[src/rtl/mem_word_ctrl_pkg.sv]
// Shared definitions for the word-to-byte-lane memory controller: default
// parameter values and the FSM state encoding, used by the RTL and its bench.
package mem_word_ctrl_pkg;

  localparam int DEF_BUS_SIZE      = 32;
  localparam int DEF_ADDR_WIDTH    = 4;
  localparam int DEF_NUM_MEM_UNITS = 4;

  typedef enum logic [2:0] {
    ST_IDLE    = 3'd0,
    ST_WR      = 3'd1,
    ST_RD      = 3'd2,
    ST_RD_LAST = 3'd3,
    ST_RESP    = 3'd4
  } state_t;

endpackage

[src/rtl/mem_word_ctrl_if.sv]
// Word request/response handshake plus the byte-wide memory unit port.
// slave is the controller's view; master is the requester + memory unit side.
interface mem_word_ctrl_if
  import mem_word_ctrl_pkg::*;
#(
  parameter int BUS_SIZE        = DEF_BUS_SIZE,
  parameter int ADDR_WIDTH      = DEF_ADDR_WIDTH,
  parameter int MEM_UNIT_WIDTH  = DEF_BUS_SIZE / DEF_NUM_MEM_UNITS,
  parameter int WORD_ADDR_WIDTH = DEF_ADDR_WIDTH - $clog2(DEF_NUM_MEM_UNITS)
);

  logic                       req_valid;
  logic                       req_ready;
  logic                       req_write;
  logic [WORD_ADDR_WIDTH-1:0] req_addr;
  logic [BUS_SIZE-1:0]        req_wdata;
  logic                       rsp_valid;
  logic [BUS_SIZE-1:0]        rsp_rdata;
  logic                       mem_read;
  logic                       mem_write;
  logic [ADDR_WIDTH-1:0]      mem_address;
  logic [MEM_UNIT_WIDTH-1:0]  mem_data_in;
  logic [MEM_UNIT_WIDTH-1:0]  mem_data_out;

  modport slave (
    input  req_valid, req_write, req_addr, req_wdata, mem_data_out,
    output req_ready, rsp_valid, rsp_rdata,
    output mem_read, mem_write, mem_address, mem_data_in
  );

  modport master (
    output req_valid, req_write, req_addr, req_wdata, mem_data_out,
    input  req_ready, rsp_valid, rsp_rdata,
    input  mem_read, mem_write, mem_address, mem_data_in
  );

endinterface

[src/rtl/mem_word_ctrl.sv]
// Splits each word request into NUM_MEM_UNITS byte-lane accesses to a
// byte-wide memory unit (lane 0 first) and reassembles read words.
module mem_word_ctrl
  import mem_word_ctrl_pkg::*;
#(
  parameter int BUS_SIZE        = DEF_BUS_SIZE,
  parameter int ADDR_WIDTH      = DEF_ADDR_WIDTH,
  parameter int NUM_MEM_UNITS   = DEF_NUM_MEM_UNITS,
  parameter int MEM_UNIT_WIDTH  = BUS_SIZE / NUM_MEM_UNITS,
  parameter int WORD_ADDR_WIDTH = ADDR_WIDTH - $clog2(NUM_MEM_UNITS)
) (
  input  logic            clk,
  input  logic            reset_L,
  mem_word_ctrl_if.slave  bus
);

  localparam int                LANE_W    = $clog2(NUM_MEM_UNITS);
  localparam logic [LANE_W-1:0] LAST_LANE = LANE_W'(NUM_MEM_UNITS - 1);

  state_t                     r_state;
  logic [LANE_W-1:0]          r_lane;
  logic [WORD_ADDR_WIDTH-1:0] r_addr;
  logic [BUS_SIZE-1:0]        r_wdata;
  logic [BUS_SIZE-1:0]        r_rd_buf;
  logic [BUS_SIZE-1:0]        r_rsp_rdata;
  logic                       r_rsp_valid;
  logic                       r_mem_read;
  logic                       r_mem_write;
  logic [ADDR_WIDTH-1:0]      r_mem_address;
  logic [MEM_UNIT_WIDTH-1:0]  r_mem_data_in;

  logic                       w_accept;
  logic [LANE_W-1:0]          w_next_lane;
  logic [LANE_W-1:0]          w_prev_lane;
  logic [BUS_SIZE-1:0]        w_rd_word;

  assign w_accept    = bus.req_valid && (r_state == ST_IDLE);
  assign w_next_lane = r_lane + 1'b1;
  assign w_prev_lane = r_lane - 1'b1;

  // The last lane arrives straight from the memory unit in RD_LAST.
  always_comb begin
    w_rd_word = r_rd_buf;
    w_rd_word[BUS_SIZE-1 -: MEM_UNIT_WIDTH] = bus.mem_data_out;
  end

  // NOTE: every register below uses <= so all state advances together on the
  // edge; a blocking = here would let later statements see mid-update values.
  always_ff @(posedge clk or negedge reset_L) begin
    if (!reset_L) begin
      r_state       <= ST_IDLE;
      r_lane        <= '0;
      r_addr        <= '0;
      r_wdata       <= '0;
      r_rd_buf      <= '0;
      r_rsp_rdata   <= '0;
      r_rsp_valid   <= 1'b0;
      r_mem_read    <= 1'b0;
      r_mem_write   <= 1'b0;
      r_mem_address <= '0;
      r_mem_data_in <= '0;
    end else begin
      case (r_state)
        ST_IDLE: begin
          if (w_accept) begin
            r_addr        <= bus.req_addr;
            r_wdata       <= bus.req_wdata;
            r_lane        <= '0;
            r_mem_address <= {bus.req_addr, LANE_W'(0)};
            if (bus.req_write) begin
              r_mem_write   <= 1'b1;
              r_mem_data_in <= bus.req_wdata[MEM_UNIT_WIDTH-1:0];
              r_state       <= ST_WR;
            end else begin
              r_mem_read <= 1'b1;
              r_state    <= ST_RD;
            end
          end
        end
        ST_WR: begin
          if (r_lane == LAST_LANE) begin
            r_mem_write <= 1'b0;
            r_rsp_valid <= 1'b1;
            r_state     <= ST_RESP;
          end else begin
            r_lane        <= w_next_lane;
            r_mem_address <= {r_addr, w_next_lane};
            r_mem_data_in <= r_wdata[w_next_lane*MEM_UNIT_WIDTH +: MEM_UNIT_WIDTH];
          end
        end
        ST_RD: begin
          // Read data lags the strobe by one cycle, so this edge captures the
          // lane addressed in the previous cycle.
          if (r_lane != '0)
            r_rd_buf[w_prev_lane*MEM_UNIT_WIDTH +: MEM_UNIT_WIDTH] <= bus.mem_data_out;
          if (r_lane == LAST_LANE) begin
            r_mem_read <= 1'b0;
            r_state    <= ST_RD_LAST;
          end else begin
            r_lane        <= w_next_lane;
            r_mem_address <= {r_addr, w_next_lane};
          end
        end
        ST_RD_LAST: begin
          r_rsp_rdata <= w_rd_word;
          r_rsp_valid <= 1'b1;
          r_state     <= ST_RESP;
        end
        ST_RESP: begin
          r_rsp_valid <= 1'b0;
          r_lane      <= '0;
          r_state     <= ST_IDLE;
        end
        default: r_state <= ST_IDLE;
      endcase
    end
  end

  // NOTE: req_ready is the one combinational output; it must follow the state
  // in the same cycle so a request can be accepted on the first IDLE edge.
  assign bus.req_ready   = (r_state == ST_IDLE);
  assign bus.rsp_valid   = r_rsp_valid;
  assign bus.rsp_rdata   = r_rsp_rdata;
  assign bus.mem_read    = r_mem_read;
  assign bus.mem_write   = r_mem_write;
  assign bus.mem_address = r_mem_address;
  assign bus.mem_data_in = r_mem_data_in;

endmodule
[src/flat_wrapper.sv]
// flat-port wrapper written by rule: the top's interface ports become plain ports
module mem_word_ctrl_flat import mem_word_ctrl_pkg::*;
#(
  parameter int BUS_SIZE        = DEF_BUS_SIZE,
  parameter int ADDR_WIDTH      = DEF_ADDR_WIDTH,
  parameter int NUM_MEM_UNITS   = DEF_NUM_MEM_UNITS,
  parameter int MEM_UNIT_WIDTH  = BUS_SIZE / NUM_MEM_UNITS,
  parameter int WORD_ADDR_WIDTH = ADDR_WIDTH - $clog2(NUM_MEM_UNITS)
)
  (clk, reset_L, bus_req_valid, bus_req_write, bus_req_addr, bus_req_wdata, bus_mem_data_out, bus_req_ready, bus_rsp_valid, bus_rsp_rdata, bus_mem_read, bus_mem_write, bus_mem_address, bus_mem_data_in);
  mem_word_ctrl_if #(.BUS_SIZE(BUS_SIZE), .ADDR_WIDTH(ADDR_WIDTH), .MEM_UNIT_WIDTH(MEM_UNIT_WIDTH), .WORD_ADDR_WIDTH(WORD_ADDR_WIDTH)) bus_i ();
  input  logic clk;
  input  logic reset_L;
  input wire logic [$bits(bus_i.req_valid)-1:0] bus_req_valid;
  input wire logic [$bits(bus_i.req_write)-1:0] bus_req_write;
  input wire logic [$bits(bus_i.req_addr)-1:0] bus_req_addr;
  input wire logic [$bits(bus_i.req_wdata)-1:0] bus_req_wdata;
  input wire logic [$bits(bus_i.mem_data_out)-1:0] bus_mem_data_out;
  output wire logic [$bits(bus_i.req_ready)-1:0] bus_req_ready;
  output wire logic [$bits(bus_i.rsp_valid)-1:0] bus_rsp_valid;
  output wire logic [$bits(bus_i.rsp_rdata)-1:0] bus_rsp_rdata;
  output wire logic [$bits(bus_i.mem_read)-1:0] bus_mem_read;
  output wire logic [$bits(bus_i.mem_write)-1:0] bus_mem_write;
  output wire logic [$bits(bus_i.mem_address)-1:0] bus_mem_address;
  output wire logic [$bits(bus_i.mem_data_in)-1:0] bus_mem_data_in;
  assign bus_i.req_valid = bus_req_valid;
  assign bus_i.req_write = bus_req_write;
  assign bus_i.req_addr = bus_req_addr;
  assign bus_i.req_wdata = bus_req_wdata;
  assign bus_i.mem_data_out = bus_mem_data_out;
  assign bus_req_ready = bus_i.req_ready;
  assign bus_rsp_valid = bus_i.rsp_valid;
  assign bus_rsp_rdata = bus_i.rsp_rdata;
  assign bus_mem_read = bus_i.mem_read;
  assign bus_mem_write = bus_i.mem_write;
  assign bus_mem_address = bus_i.mem_address;
  assign bus_mem_data_in = bus_i.mem_data_in;
  mem_word_ctrl #(.BUS_SIZE(BUS_SIZE), .ADDR_WIDTH(ADDR_WIDTH), .NUM_MEM_UNITS(NUM_MEM_UNITS), .MEM_UNIT_WIDTH(MEM_UNIT_WIDTH), .WORD_ADDR_WIDTH(WORD_ADDR_WIDTH)) u_core (.clk(clk), .reset_L(reset_L), .bus(bus_i));
endmodule
[config.mk]
export PLATFORM = sky130hd
export DESIGN_NAME = mem_word_ctrl_flat
export DESIGN_NICKNAME = d
export VERILOG_FILES = /design/src/rtl/mem_word_ctrl_pkg.sv /design/src/rtl/mem_word_ctrl_if.sv /design/src/rtl/mem_word_ctrl.sv /design/src/flat_wrapper.sv
export SDC_FILE = /design/constraint.sdc
export NUM_CORES = 1
export LEC_CHECK = 0
export CELL_PAD_IN_SITES_DETAIL_PLACEMENT = 1
export CELL_PAD_IN_SITES_GLOBAL_PLACEMENT = 2
export CORE_AREA = 4 4 118 120
export DETAILED_ROUTE_END_ITERATION = 12
export DIE_AREA = 0 0 122 124
export GPL_ROUTABILITY_DRIVEN = 0
export PLACE_DENSITY = 0.81
export SLEW_MARGIN = 15
export SYNTH_ARGS = -nofsm -noshare
export SYNTH_HDL_FRONTEND = slang
export SYNTH_SLANG_ARGS = --single-unit
[constraint.sdc]
create_clock -name clk -period 3.6 [get_ports clk]
set_input_delay 0.72 -clock clk [delete_from_list [all_inputs] [get_ports clk]]
set_output_delay 0.72 -clock clk [all_outputs]
set_load 0.05 [all_outputs]
* Yosys cells after proc, flatten, opt, wreduce, memory -nomap -nowiden
Cells that the tools add are included.
Word-level totals: register bits after elaboration 118, input port bits 46, word-level logic and storage cells 72
Operators by class: add/sub/neg operators 3, equality and inequality tests 12, shifts and indexed selects 3, muxes and demuxes 25, reduce and logical (&&, ||, !) cells 18
Operators by type and width (count):
- negation 5 -> 34 bit | 1
- variable shift 8 x 34 -> 32 bit (first input constant) | 1
- indexed part select 8 x 34 -> 32 bit | 1
- bitwise mux 32 bit | 1
- indexed part select 32 x 6 -> 8 bit | 1
- two-way mux 8 bit | 3
- one-hot mux 8 bit (2 select lines) | 1
- one-hot mux 3 bit (4 select lines) | 1
- AND reduction 4 bit | 3
- two-way mux 3 bit | 3
- AND reduction 3 bit | 3
- two-way mux 4 bit | 2
- != test 2 bit (second input constant) | 4
- one-hot mux 4 bit (2 select lines) | 1
- nonzero test 2 bit | 4
- equality test 3 x 2 -> 1 bit (second input constant) | 2
- two-way mux 1 bit | 6
- two-way mux 2 bit | 3
- != test 2 x 1 -> 1 bit (second input constant) | 3
- one-hot mux 2 bit (3 select lines) | 1
- AND reduction 2 bit | 3
- nonzero test 3 bit | 2
- one-hot mux 1 bit (2 select lines) | 2
- equality test 3 x 1 -> 1 bit (second input constant) | 1
- other kinds (8) | 8

* Longest topological paths before layout
depth after elaboration 4, depth in mapped cells 6

* Least setup slack after synthesis
Ideal clock, no wire load.
path kind flip-flop to flip-flop, from reg u_core.r_state[1], to reg u_core.r_wdata[10], setup time 0.128 ns, arrival 2.083 ns, setup slack 1.389 ns, stages on the path, launching flop included 7, buffers on the path 3, clock period less this slack 2.211 ns, path through dfrtp_1 > buf_6 > nor3_2 > and2_1 > buf_4 > buf_4 > mux2_1
On the way: longest elaborated chain between the ends 3
RTL lines:
- start, declared | RTL line mem_word_ctrl.sv:20 | state_t r_state;
- start signal, assigned | RTL line mem_word_ctrl.sv:51 | r_state <= ST_IDLE;
- start signal, assigned | RTL line mem_word_ctrl.sv:73 | r_state <= ST_WR;
- start signal, assigned | RTL line mem_word_ctrl.sv:76 | r_state <= ST_RD;
- logical NOT 3 bit (*)
- named net bus_req_ready | RTL line flat_wrapper.sv:19 | output wire logic [$bits(bus_i.req_ready)-1:0] bus_req_ready;
- logical AND 1 bit | RTL line mem_word_ctrl.sv:37 | assign w_accept = bus.req_valid && (r_state == ST_IDLE);
- AND reduction 2 bit (no line) (*)
- end signal, assigned | RTL line mem_word_ctrl.sv:67 | r_wdata <= bus.req_wdata;
- end, declared | RTL line mem_word_ctrl.sv:23 | logic [BUS_SIZE-1:0] r_wdata;
The timed path passes the listed nets; every way through them passes the cells marked *. A chain may end at the register's enable or synchronous reset.

* Final worst setup path
from reg u_core.r_state[1], to out bus_req_ready
On the way: longest elaborated chain between the ends 1
RTL lines:
- logical NOT 3 bit | RTL line mem_word_ctrl.sv:121 | assign bus.req_ready = (r_state == ST_IDLE);
- end, declared | RTL line flat_wrapper.sv:19
No other way between the ends.

==> results.yml <==
clocking:
  cts_root_buf: "clkbuf_16"
  insertion_delay_ps: 340
  cts_buffer_depth: 2
  cts_tree: "yes"
  cts_setup_buffers: 0
  path_clk_slew_ps: 70
  cts_resized: 0
  cts_sinks: 110
  numCtsBuffers: 9
  htree_levels: 3
  cts_hold_buf: 0
yosys:
  synth.avg_cell_area_um2: 12.8
  syn_area_um2: 4700
  synthFlopType: "dfrtp_1"
  synth_cell_types: 39
  syn_nets: 419
  synthesis.yosys.warnings: 0
  async_flop_share_pct: 100
  syn_inst: 368
  ys_seq_elements: 110
  synth_edf_count: 0
  ys_seq_area_share_pct: 58.5
sta:
  tightest_slew_ps: 820
  hold_violations: 0
  fmax_ghz: 0.356
  finalCritPeriodShare_pct: 78.0
  slew_headroom_pct: 45.4
  clock_skew_ps: 7.53
  setup_violations: 0
  post-route-min-period_ps: 2810
  grt_setup_unrepaired: "no"
  slew_violations: 0
  fin_tns_setup_ps: 0
die:
  start_util_pct: 36.2
  num_rows: 42
  dieArea_um2: 15100
  die_h_um: 124
  boundaryPins: 94
  core_um2: 13000
  die_w_um: 122
route:
  dr.pass1.iters: 3
  drt-total-wl_um: 10400
  via_count: 3084
  postRouteAntennaNets: 0
  wl_per_cell_um: 16.4
  drc_errors: 0
  drtIter0Drc: 102
  viasPerCell: 4.84
worst_setup_path:
  path_cells: "nor3_2, clkdlybuf4s50_1"
  crit_path_max_incr_delay_ps: 860
  crit_arrival_ps: 2090
  critical_path_class: "flop to output port"
  crit_path_max_fanout: 10
  cp_num_buf_inv: 1
  crit_required_ps: 2880
  cp_top_family: "buffers and inverters"
  r2r_cells: 5
  critPathLaunchType: "flop"
  worst-path-stages: 2
  crit_path_end_kind: "output port"
  slowest_stage: "clkdlybuf4s50_1"
run:
  cap_violations: 0
pwr:
  leakage_uw: 0.00251
  peakVddDrop_mv: 0.353
  power.density_nw_per_um2: 998
layout:
  diodes: 0
  final_util_pct: 47.0
  final_cell_mix: "dfrtp_1, clkdlybuf4s50_1, nand2_1, mux2_1, o21ai_1"
  nets: 507
  final_common_cell: "dfrtp_1"
  syn2layout_area_growth_pct: 29.9
  drive_gt1_share_pct: 8.24
global_routing:
  gr-total-overflow: 0
  grt_max_degree: 65
  grt_antenna_before_repair: 0
  track_usage_pct: 14.8
  grt_pass1_vias: 3406
  grt_pass1_wl_um: 17500
worst_hold_path:
  hold_class: "input pin to async pin"
status:
  status: "finished, final reports clean"
placement:
  io_buffers: 93
  hpwl_um: 7670
[synthesized netlist by cell type, types with 2 or more instances]
master	count	area (µm²)
mux4_2	8	180
o22ai_1	3	18.8
mux2_1	68	766
a31oi_1	9	56.3
dfrtp_1	110	2750
buf_4	6	45.0
and2_1	2	12.5
nand2b_1	3	18.8
a21oi_1	2	10.0
nand2_1	68	255
nand3b_1	3	22.5
clkbuf_1	2	7.51
nor3b_2	2	25.0
mux2_2	2	22.5
nor3_1	2	10.0
ha_1	5	62.6
inv_2	2	7.51
a211oi_1	2	15.0
o21ai_1	24	120
inv_1	5	18.8
buf_2	10	50.1
nor2_1	12	45.0
a21o_1	2	15.0
[report_power, final]
part	switching [µW]	internal, µW	leakage [µW]	total (µW)
Sequential	399	1800	0.00123	2200
Clock	442	652	0.000163	1090
Combinational	1640	1160	0.00111	2790
[stage by stage]
step | power [µW] | hold WS, ps | setup slack [ps] | instances | area [µm²]
2_1_floorplan | 4180 | 424 | 1390 | 368 | 4700
3_3_place_gp | 4970 | 461 | 994 | 621 | 5770
3_5_place_dp | 5080 | 472 | 909 | 621 | 5770
4_1_cts | 6190 | 489 | 748 | 637 | 6110
5_1_grt | 6500 | 507 | 651 | 637 | 6110
6_report | 6090 | 455 | 792 | 637 | 6110
[sequential cells by signal, indices dropped and copies added (netlist names)]
signal                  flops
u_core.bus.rsp_valid        1
u_core.bus.mem_address      4
u_core.r_wdata             32
u_core.bus.mem_data_in      8
u_core.bus.mem_write        1
u_core.r_lane               2
u_core.bus.rsp_rdata       32
u_core.bus.mem_read         1
u_core.r_state              3
u_core.r_rd_buf            24
u_core.r_addr               2
[final cells by class]
type                    instances  area (µm²)
clock inverters                 4        77.6
flip-flops and latches        110        2750
clock buffers                  12         256
multi-input cells             232        1810
fillers                      1390        6870
well taps                     176         220
repair buffers                 96         963
inverters                       7        26.3
[metal layers]
metal,global-route usage (%),wire length (µm),up-vias
met5,0,0,-
met4,5.32,178,0
met3,2.86,497,14
met2,24.1,5060,77
met1,19.7,4700,1535
li1,-,-,1458
[path summary, 6_finish.rpt]
path | startpoint | endpoint | slack, ps
max | u_core.r_state[1]$_DFFE_PN0P_ | bus_req_ready | 790
min | reset_L | u_core.bus.rsp_rdata[11]$_DFFE_PN0N_ | 460
max reg2reg | u_core.r_lane[0]$_DFFE_PN0P_ | u_core.r_rd_buf[23]$_DFFE_PN0P_ | 1020
min reg2reg | u_core.r_rd_buf[15]$_DFFE_PN0P_ | u_core.r_rd_buf[15]$_DFFE_PN0P_ | 480
max in group asynchronous | reset_L | u_core.bus.rsp_rdata[18]$_DFFE_PN0N_ | 2390
min in group clk | u_core.r_rd_buf[15]$_DFFE_PN0P_ | u_core.r_rd_buf[15]$_DFFE_PN0P_ | 480
[cells by family (layout without fill, tap and decap cells)]
kind of cell	Yosys count	after routing	share of synthesized area, %
simple gates	98	98	9.61
compound gates	49	49	6.55
xor+xnor	1	1	0.186
buf+inv	26	119	2.98
fa+ha+maj	5	5	1.33
mux	79	79	20.8
flops	110	110	58.5
(Power assumes the default switching activity.)
